**src/rtl/elim_grant_responder.sv**
```systemverilog
// Multi-lane contention responder.
// A captured request is resolved by dropping lanes one key bit per cycle,
// MSB first, then the lowest surviving index wins. The result is presented
// as a one-hot grant plus an index behind a valid/ready handshake.
//
// state | meaning
// ------+-------------------------------------------------------------
// IDLE  | ready for a request; grant outputs cleared
// EVAL  | one key bit examined per cycle, surviving set narrowed
// PICK  | lowest surviving lane chosen, grant outputs registered
// HOLD  | grant_valid asserted, outputs frozen until grant_ready

module elim_grant_responder #(
    parameter int NUM_LANES = 9,
    parameter int ROUNDS    = 3
) (
    input  logic                          clk,
    input  logic                          rst,
    input  logic                          req_valid,
    output logic                          req_ready,
    input  logic [NUM_LANES-1:0]          req_en,
    input  logic [NUM_LANES*ROUNDS-1:0]   req_key,
    output logic                          grant_valid,
    input  logic                          grant_ready,
    output logic [NUM_LANES-1:0]          grant_onehot,
    output logic [3:0]                    grant_idx,
    output logic                          grant_none,
    output logic                          busy
);

    // Bit pointer counts down from the key MSB; zero is the terminal round.
    localparam int BIT_W = (ROUNDS > 1) ? $clog2(ROUNDS) : 1;

    typedef enum logic [1:0] {
        S_IDLE = 2'd0,
        S_EVAL = 2'd1,
        S_PICK = 2'd2,
        S_HOLD = 2'd3
    } state_t;

    state_t                         state_q, state_d;
    logic [NUM_LANES-1:0]           alive_q, alive_d;
    logic [NUM_LANES*ROUNDS-1:0]    keys_q, keys_d;
    logic [BIT_W-1:0]               bit_q, bit_d;
    logic                           grant_valid_q, grant_valid_d;
    logic [NUM_LANES-1:0]           grant_onehot_q, grant_onehot_d;
    logic [3:0]                     grant_idx_q, grant_idx_d;
    logic                           grant_none_q, grant_none_d;

    logic [ROUNDS-1:0]              key_lane [NUM_LANES];
    logic [NUM_LANES-1:0]           hit;
    logic [NUM_LANES-1:0]           win_onehot;
    logic [3:0]                     win_idx;

    // Split the captured key vector into one key per lane.
    always_comb begin
        for (int i = 0; i < NUM_LANES; i++) begin
            key_lane[i] = keys_q[i*ROUNDS +: ROUNDS];
        end
    end

    // Lanes still alive whose key has a 1 in the bit under examination.
    always_comb begin
        hit = '0;
        for (int i = 0; i < NUM_LANES; i++) begin
            hit[i] = alive_q[i] & key_lane[i][bit_q];
        end
    end

    // Lowest-index priority pick over the surviving set.
    always_comb begin
        win_onehot = '0;
        win_idx    = '0;
        for (int i = NUM_LANES - 1; i >= 0; i--) begin
            if (alive_q[i]) begin
                win_onehot    = '0;
                win_onehot[i] = 1'b1;
                win_idx       = 4'(i);
            end
        end
    end

    // Next-state and next-output computation for the sequencer.
    always_comb begin
        state_d        = state_q;
        alive_d        = alive_q;
        keys_d         = keys_q;
        bit_d          = bit_q;
        grant_valid_d  = grant_valid_q;
        grant_onehot_d = grant_onehot_q;
        grant_idx_d    = grant_idx_q;
        grant_none_d   = grant_none_q;

        case (state_q)
            S_IDLE: begin
                if (req_valid) begin
                    alive_d = req_en;
                    keys_d  = req_key;
                    bit_d   = BIT_W'(ROUNDS - 1);
                    state_d = S_EVAL;
                end
            end

            S_EVAL: begin
                // A bit that no survivor has set eliminates nobody.
                if (|hit) begin
                    alive_d = hit;
                end
                if (bit_q == '0) begin
                    state_d = S_PICK;
                end else begin
                    bit_d = bit_q - 1'b1;
                end
            end

            S_PICK: begin
                grant_onehot_d = win_onehot;
                grant_idx_d    = win_idx;
                grant_none_d   = ~|alive_q;
                grant_valid_d  = 1'b1;
                state_d        = S_HOLD;
            end

            S_HOLD: begin
                if (grant_ready) begin
                    grant_valid_d  = 1'b0;
                    grant_onehot_d = '0;
                    grant_idx_d    = '0;
                    grant_none_d   = 1'b0;
                    alive_d        = '0;
                    keys_d         = '0;
                    bit_d          = '0;
                    state_d        = S_IDLE;
                end
            end

            default: begin
                state_d = S_IDLE;
            end
        endcase
    end

    // State and output registers; reset discards any evaluation or pending grant.
    always_ff @(posedge clk) begin
        if (rst) begin
            state_q        <= S_IDLE;
            alive_q        <= '0;
            keys_q         <= '0;
            bit_q          <= '0;
            grant_valid_q  <= 1'b0;
            grant_onehot_q <= '0;
            grant_idx_q    <= '0;
            grant_none_q   <= 1'b0;
        end else begin
            state_q        <= state_d;
            alive_q        <= alive_d;
            keys_q         <= keys_d;
            bit_q          <= bit_d;
            grant_valid_q  <= grant_valid_d;
            grant_onehot_q <= grant_onehot_d;
            grant_idx_q    <= grant_idx_d;
            grant_none_q   <= grant_none_d;
        end
    end

    assign req_ready    = (state_q == S_IDLE);
    assign busy         = (state_q != S_IDLE);
    assign grant_valid  = grant_valid_q;
    assign grant_onehot = grant_onehot_q;
    assign grant_idx    = grant_idx_q;
    assign grant_none   = grant_none_q;

endmodule

```
**config.mk**
```make
export PLATFORM = sky130hd
export DESIGN_NAME = elim_grant_responder
export DESIGN_NICKNAME = d
export VERILOG_FILES = /design/src/rtl/elim_grant_responder.sv
export SDC_FILE = /design/constraint.sdc
export NUM_CORES = 1
export LEC_CHECK = 0
export BUFFER_PORTS_ARGS = -buffer_cell sky130_fd_sc_hd__clkbuf_2
export CORE_MARGIN = 1.5
export CORE_UTILIZATION = 45
export CTS_BUF_LIST = sky130_fd_sc_hd__clkbuf_2
export DETAILED_ROUTE_END_ITERATION = 7
export GPL_TIMING_DRIVEN = 0
export PLACE_DENSITY = 0.68
export SLEW_MARGIN = 20
export SYNTH_ARGS = -nofsm -noshare
export SYNTH_HDL_FRONTEND = slang
export SYNTH_SLANG_ARGS = --single-unit
```
**constraint.sdc**
```tcl
create_clock -name clk -period 5.1 [get_ports clk]
set_clock_uncertainty 0.2 [all_clocks]
set_input_delay 0.765 -clock clk [delete_from_list [all_inputs] [get_ports clk]]
set_output_delay 0.765 -clock clk [all_outputs]
set_load 0.01 [all_outputs]
```
# Word-level counts from Yosys, hierarchy flattened
# Cells that the tools add are included.
[word_totals]
inputBits = 40
word_cells = 97
register_bits = 55
[classes]
muxes = 56
addsub = 1
order_cmp = 1
bitwise = 9
n_reduce_logical = 14
eq_ne = 8
[op_table]
columns = ["operator", "n"]
rows = [
  ["$mux W9", 12],
  ["$mux W27", 2],
  ["$pmux W27 S2", 1],
  ["$mux W4", 10],
  ["$pmux W9 S3", 1],
  ["$bmux W1 S2", 9],
  ["$pmux W9 S2", 1],
  ["$reduce_or A9 Y1", 2],
  ["$mux W1", 10],
  ["$mux W2", 5],
  ["$ne A2 B2 Y1 const B", 5],
  ["$and A1 B1 Y1", 9],
  ["$pmux W2 S4", 1],
  ["$pmux W4 S2", 1],
  ["$reduce_and A4 Y1", 2],
  ["$pmux W2 S3", 1],
  ["$reduce_and A3 Y1", 2],
  ["$reduce_bool A2 Y1", 3],
  ["$eq A2 B2 Y1 const B", 2],
  ["$logic_not A2 Y1", 2],
  ["$pmux W1 S2", 2],
  ["$lt A2 B3 Y1 const B", 1],
  ["$reduce_bool A3 Y1", 1],
  ["$eq A2 B1 Y1 const B", 1],
  ["3 further kinds", 3],
]

# Longest topological paths before layout
# Gate-level depths: netlist of run 1.
[logic_depth]
word_depth = 10
ltp_mapped = 10

# Worst setup path before layout of run 1
# Ideal clock, no wire load.
[synth_timing]
kind = "input port to flip-flop"
startpoint = "input grant_ready"
endpoint = "register keys_q[14]"
t_arrival_ns = 1.584
n_path_buf = 2
path_stages = 7
required_ns = 4.772
path_slack_ns = 3.188
path_cell_list = "o22ai_2 a21o_1 buf_2 buf_2 nor3b_1 a21oi_1 nor2_1"
[synth_via]
elab_chain_len = 2
[synth_lines]
columns = ["item", "line_no", "source"]
rows = [
  ["start, declared", "24", "input logic grant_ready,"],
  ["$ne A2 B2 Y1 (no source line)", "-", ""],
  ["$reduce_and A3 Y1 (no source line)", "-", ""],
  ["end signal, assigned", "157", "keys_q <= keys_d;"],
  ["end, declared", "43", "logic [NUM_LANES*ROUNDS-1:0] keys_q, keys_d;"],
]
# No other way between the ends.
# A chain may end at the register's enable or synchronous reset.

# Final worst setup path of run 1
[layout_timing]
startpoint = "register state_q[0]"
endpoint = "output busy"
[layout_via]
elab_chain_len = 1
[layout_lines]
columns = ["item", "line_no", "source"]
rows = [
  ["start, declared", "41", "state_t state_q, state_d;"],
  ["start signal, assigned", "155", "state_q <= state_d;"],
  ["$reduce_bool A2 Y1", "167", "assign busy = (state_q != S_IDLE);"],
  ["end, declared", "28", "output logic busy"],
]
# No other way between the ends.

==> results of run 1 <==
-- flip-flops by register name, indices dropped and copies added (netlist names) --
name,flops
bit_q,2
state_q,2
alive_q,9
grant_valid,1
grant_idx,3
grant_onehot,9
grant_none,1
keys_q,27
-- cell usage after synthesis, types with 4 or more instances --
cell        n
dfxtp_1    54
nor2_1     45
a21oi_1    39
nor3b_1    27
nand2_1    13
clkbuf_1   12
mux2i_1    10
buf_2       9
o2bb2ai_1   9
a32oi_1     7
inv_1       7
nand3b_1    7
a22oi_1     6
o21ai_1     6
o2bb2a_1    6
ha_1        5
o21ai_0     5
inv_2       4
nor2b_1     4
-- metal layers --
metal,GRT usage [%],share of wire (%),wire length [um]
met5,0,0,0
met4,7.68,2.1,135
met1,29.8,45,2900
met3,4.77,5.6,356
met2,36.7,47,3000
-- kinds of logic after synthesis --
family / count (synthesis)
adder cells (fa/ha/maj): 5
AND/OR/NAND/NOR: 108
multiplexers: 10
flip-flops: 54
AO/OA/AOI/OAI: 87
buffers and inverters: 36
-- worst paths after layout --
kind / start / end / slack, ns
max reg2reg: state_q[0] / keys_q[6] / 2.78
min reg2reg: grant_idx[0] / grant_idx[0] / 0.27
min: grant_idx[0] / grant_idx[0] / 0.27
max: state_q[0] / busy / 2.68
-- layout make-up --
cell class              instances  share of cell area (%)
repair buffers                 56                    9.38
clock inverters                 3                   0.670
well taps                      72                    3.02
flip-flops and latches         54                    36.2
plain buffers                  25                    4.40
clock buffers                   5                   0.838
inverters                      11                    1.38
multi-input cells             210                    44.1
-- power by group --
part,total [mW],internal [mW],switching [mW]
clock,0.175,0.0340,0.141
sequential,0.653,0.557,0.0961
combinational,0.878,0.344,0.534
-- worst register-to-register path, cell delays in order (launching register included) --
cell and delay, ns:
dfxtp_1 0.46, ha_1 0.34, inv_2 0.11, o22ai_2 0.26
a21o_1 0.11, buf_2 0.21, buf_2 0.25, nor3b_1 0.08
a21oi_1 0.15, nor2_1 0.05
-- metrics by stage --
| stage | hold slack (ns) | power [mW] | setup WS (ns) | area [um2] |
|---|---|---|---|---|
| finish | 0.275 | 1.71 | 2.68 | 2990 |
| global route | 0.314 | 1.87 | 2.58 | 2990 |
| CTS | 0.275 | 1.71 | 2.69 | 2990 |
| detailed placement | 0.249 | 1.54 | 2.75 | 2940 |
| global placement | 0.243 | 1.51 | 2.74 | 2940 |
| floorplan | 0.248 | 1.31 | 3.19 | 2570 |
==> impl_metrics.csv, run 1 <==
group,metric,value,unit
run_status,status,"completed",
clock_network,clk_root_buffer_cell,"clkbuf_2",
drt,vias,2356,
clock_network,clock_tree.buffer_depth,2,
yosys,synth_seq_cells,54,
place,place.gp.congestion,0.791,
place,dp_hpwl,4810,um
place,numPortBuffers,56,
floorplanning,initial_core_util,46.7,%
final_layout,layout_common_cells,"clkbuf_2 (61), dfxtp_1 (54), nor2_1 (45)",
timing,finalSetupViolCount,0,
floorplanning,die_area,6180,um2
global_routing,grt_first_pass_wirelength,10900,um
yosys,netlist_top_cells_area,"dfxtp_1 (42%), nor3b_1 (7.9%), a21oi_1 (7.6%), nor2_1 (6.6%), mux2i_1 (3.9%)",
flow_run,maxCapViolCount,0,
floorplanning,rows,27,
final_layout,area_growth_syn_to_layout,16.2,%
place,placed_cells,428,
floorplanning,die_w,78.6,um
drt,route.detailed.drc,0,
final_layout,drive_gt1_share,22.8,%
critical_path,arrival,1.45,ns
pwr,p_per_area,571,nW/um2
critical_path,crit_path_max_incr_delay,0.46,ns
final_layout,num_antenna_cells,0,
timing,min_period_over_period,47.4,%
yosys,muxShareOfSynthArea,3.89,%
timing,worstMarginPinSlew,0.633,ns
clock_network,cts_tree,"done",
global_routing,grt_use_total,22.7,%
critical_path,path_buf_inv,3,
yosys,post-synth-top-area-cell,"dfxtp_1",
clock_network,hold_buffers,0,
critical_path,path_delay_family,"flip-flops",
min_path,holdPathStages,2,
global_routing,grt_antenna_before_repair,0,
critical_path,slowest_stage,"dfxtp_1",
floorplanning,core_area,5510,um2
critical_path,cp_max_fo,4,
timing,hold_violations,0,
global_routing,grt_max_degree,18,
yosys,synth_top_area_share,42.0,%
drt,drtPass1Iterations,6,
clock_network,cts.clk_slew.worst_paths,0.27,ns
floorplanning,io_pins,57,
critical_path,cp_num_cells,4,
yosys,syn-instance-count,300,
floorplanning,fp.dieH,78.6,um
yosys,yosysWarnings,0,
yosys,synth_top_family_by_area,"compound AO/OA/AOI/OAI gates",
drt,ant_nets,0,
clock_network,clk_latency,0.47,ns
global_routing,first_global_vias,2260,
global_routing,overflow,0,
drt,drt-total-wl,6380,um
final_layout,finish.utilization,54.2,%
timing,relSlewSlack,57.8,%
critical_path,critPathLaunchType,"flop",
timing,grt_setup_unrepaired,"no",
min_path,worst_hold_path_type,"reg -> reg",
clock_network,htree_levels,2,
yosys,synth_nets,345,
yosys,yosys.area_share.adder,2.43,%
final_layout,nFillCells,547,
pwr,p_leak,1.20,nW
critical_path,ff2ff_path_depth,9,
yosys,ys_seq_area_share,42.0,%
yosys,synth_xor_area_share,0,%
clock_network,postCtsSetupBuffers,0,
final_layout,mostFrequentLayoutCell,"clkbuf_2",
final_layout,multi_input_area,1320,um2
yosys,synth-simple-area-share,22.4,%
critical_path,crit_required,4.14,ns
drt,post_drt_wl_per_cell,14.6,um
final_layout,fin_cells,436,
clock_network,clock-sinks,54,
critical_path,cp_cell_sequence,"inv_1 > ha_1 > inv_2 > clkbuf_2",
drt,viasPerCell,5.40,
yosys,syn-cell-area,2570,um2
critical_path,endpoint_kind,"output port",
pwr,ir_worst_vdd,330,uV
yosys,synth_compound_area_share,22.5,%
yosys,synth_edf_count,0,
timing,slew_violations,0,
yosys,syn_area_per_cell,8.57,um2
drt,drt_iter0_drc,113,
yosys,synth.distinct_cells,36,
yosys,async_flop_share,0,%
timing,fmax,0.413,GHz
timing,period_needed,2.42,ns
yosys,synth_flop_cell,"dfxtp_1",
final_layout,final_nets,408,
final_layout,regArea,1080,um2
timing,fin_setup_tns,0,ns
clock_network,cts_buffers,5,
critical_path,path_class,"reg -> out",
clock_network,cts-resized-gates,0,
No activity file was read; power rests on OpenSTA's default activity.
==> run 2, diff against run 1 <==
Settings changed: PLACE_DENSITY 0.68 to 0.71.
Clock period 5.1 ns to 2.2 ns, I/O delays scaled along.
==> run 2 against run 1 <==
  * Clock-buffer cell count grew 2
  * First-iteration DRC count is 14% higher
  * Register-to-register slack worse by 2.7 ns
  * Final cell count up 0.46%
  * Global-route usage is 0.78 points lower
  * Critical path type is now reg -> reg
  * Critical endpoint is now alive_q[4]
  * Largest cell class unchanged
==> impl_metrics.csv, run 2 (synthesis gave the netlist of run 1 again) <==
group,metric,value,unit
run_status,status,"completed",
floorplanning,initial_core_util,46.7,%
final_layout,fin_cells,438,
place,dp_slack,-0.00523,ns
floorplanning,rows,27,
final_layout,postLayoutCellArea,3070,um2
floorplanning,io_pins,57,
final_layout,finish.utilization,55.8,%
floorplanning,fp.dieH,78.6,um
timing,setup_ws,0.109,ns
final_layout,drive_gt1_share,25.4,%
drt,drt-total-wl,6330,um
floorplanning,die_area,6180,um2
timing,slew_violations,0,
clock_network,htree_levels,2,
clock_network,cts_tree,"done",
place,numPortBuffers,56,
drt,drtPass1Iterations,4,
final_layout,num_antenna_cells,0,
critical_path,cp_max_fo,9,
floorplanning,die_w,78.6,um
drt,drt_iter0_drc,129,
place,place.gp.congestion,0.898,
global_routing,grt_max_degree,15,
timing,worstMarginPinSlew,0.658,ns
global_routing,grt_use_total,21.9,%
flow_run,maxCapViolCount,0,
min_path,worst_hold_path_type,"in -> reg",
pwr,ir_worst_vdd,638,uV
critical_path,arrival,2.26,ns
timing,fmax,0.478,GHz
clock_network,clk_latency,0.42,ns
clock_network,clock_tree.buffer_depth,2,
global_routing,grt_first_pass_wirelength,10600,um
final_layout,layout_common_cells,"clkbuf_2 (67), dfxtp_1 (51), nor2_1 (45)",
drt,route.detailed.drc,0,
place,placed_cells,428,
timing,period_needed,2.09,ns
timing,fin_setup_tns,0,ns
timing,finalSetupViolCount,0,
drt,post_drt_wl_per_cell,14.4,um
global_routing,grt_antenna_before_repair,0,
final_layout,largest_register,"keys_q",
timing,relSlewSlack,56.1,%
floorplanning,core_area,5510,um2
pwr,p_per_area,1330,nW/um2
critical_path,critPathLaunchType,"flop",
drt,ant_nets,0,
timing,grt_setup_unrepaired,"yes",
clock_network,cts.clk_slew.worst_paths,0.24,ns
final_layout,final_nets,411,
pwr,p_leak,1.24,nW
timing,min_period_over_period,95.0,%
critical_path,crit_required,2.37,ns
critical_path,endpoint_kind,"flop",
global_routing,first_global_vias,2223,
drt,vias,2378,
critical_path,path_class,"reg -> reg",
timing,hold_violations,0,
final_layout,area_growth_syn_to_layout,19.4,%
clock_network,clk_root_buffer_cell,"clkbuf_2",
place,place_area,2940,um2
final_layout,mostFrequentLayoutCell,"clkbuf_2",
final_layout,largest_reg_flops,27,
clock_network,cts_buffers,5,
drt,viasPerCell,5.43,
global_routing,overflow,0,
place,dp_hpwl,4600,um
clock_network,clock-sinks,54,
run 2: cell types whose count changed in the layout (fill, tap and decap cells not counted), sizes merged:
cell / before / now
buf: 12 / 11
clkinv: 1 / 0
inv: 12 / 11
clkbuf: 73 / 76
dlygate4sd3: 0 / 3
clkinvlp: 1 / 0
run 2: what timing repair did:
| item | in CTS | in global routing |
|---|---|---|
| setup endpoints to repair | 18 | 49 |
| setup buffers | 0 | 1 |
| hold buffers | 3 | 0 |
| resized for setup | 2 | 21 |
| pin swaps | 0 | 1 |
| endpoints found under the hold margin | 3 | 0 |
run 2: critical path: stages, from the launching register on:
cell	delay, ns
dfxtp_2	0.39
inv_1	0.07
ha_1	0.36
inv_2	0.16
a21oi_1	0.15
nand4_1	0.15
o31ai_4	0.29
buf_12	0.16
o2bb2ai_1	0.11
run 2: where the power goes:
group	internal (mW)	switching [mW]
clock	0.0825	0.292
combinational	0.918	1.25
sequential	1.30	0.244
run 2: routing by layer:
layer,wire length (um),vias to the layer above,track usage (%)
met1,2940,1109,29.4
met2,2980,59,35.6
met5,0,-,0
met3,330,8,4.19
li1,-,1202,-
met4,82,0,6.25
run 2: final cells by class:
type | count | area, um2
sequential | 54 | 1080
inverter | 11 | 41.3
fill | 530 | 2440
multi-input combinational | 210 | 1340
clock buffer | 7 | 35.0
timing repair buffer | 60 | 330
tap | 72 | 90.1
buffer | 24 | 149
run 2: final timing paths:
kind | startpoint | endpoint | slack [ns] | cells after the start
worst min-delay path | req_key[12] | keys_q[12] | 0.05 | 4
worst max register to register | state_q[1] | alive_q[4] | 0.11 | 8
worst max-delay path | state_q[1] | alive_q[4] | 0.11 | 8
worst min register to register | grant_onehot[0] | grant_onehot[0] | 0.27 | 2
run 2: metrics by stage:
step / power (mW) / hold WS, ns
final: 4.08 / 0.0543
after global routing: 4.43 / 0.0454
after CTS: 3.91 / 0.0347
after detailed placement: 3.54 / 0.245
after global placement: 3.50 / 0.244
after floorplan: 3.03 / 0.248
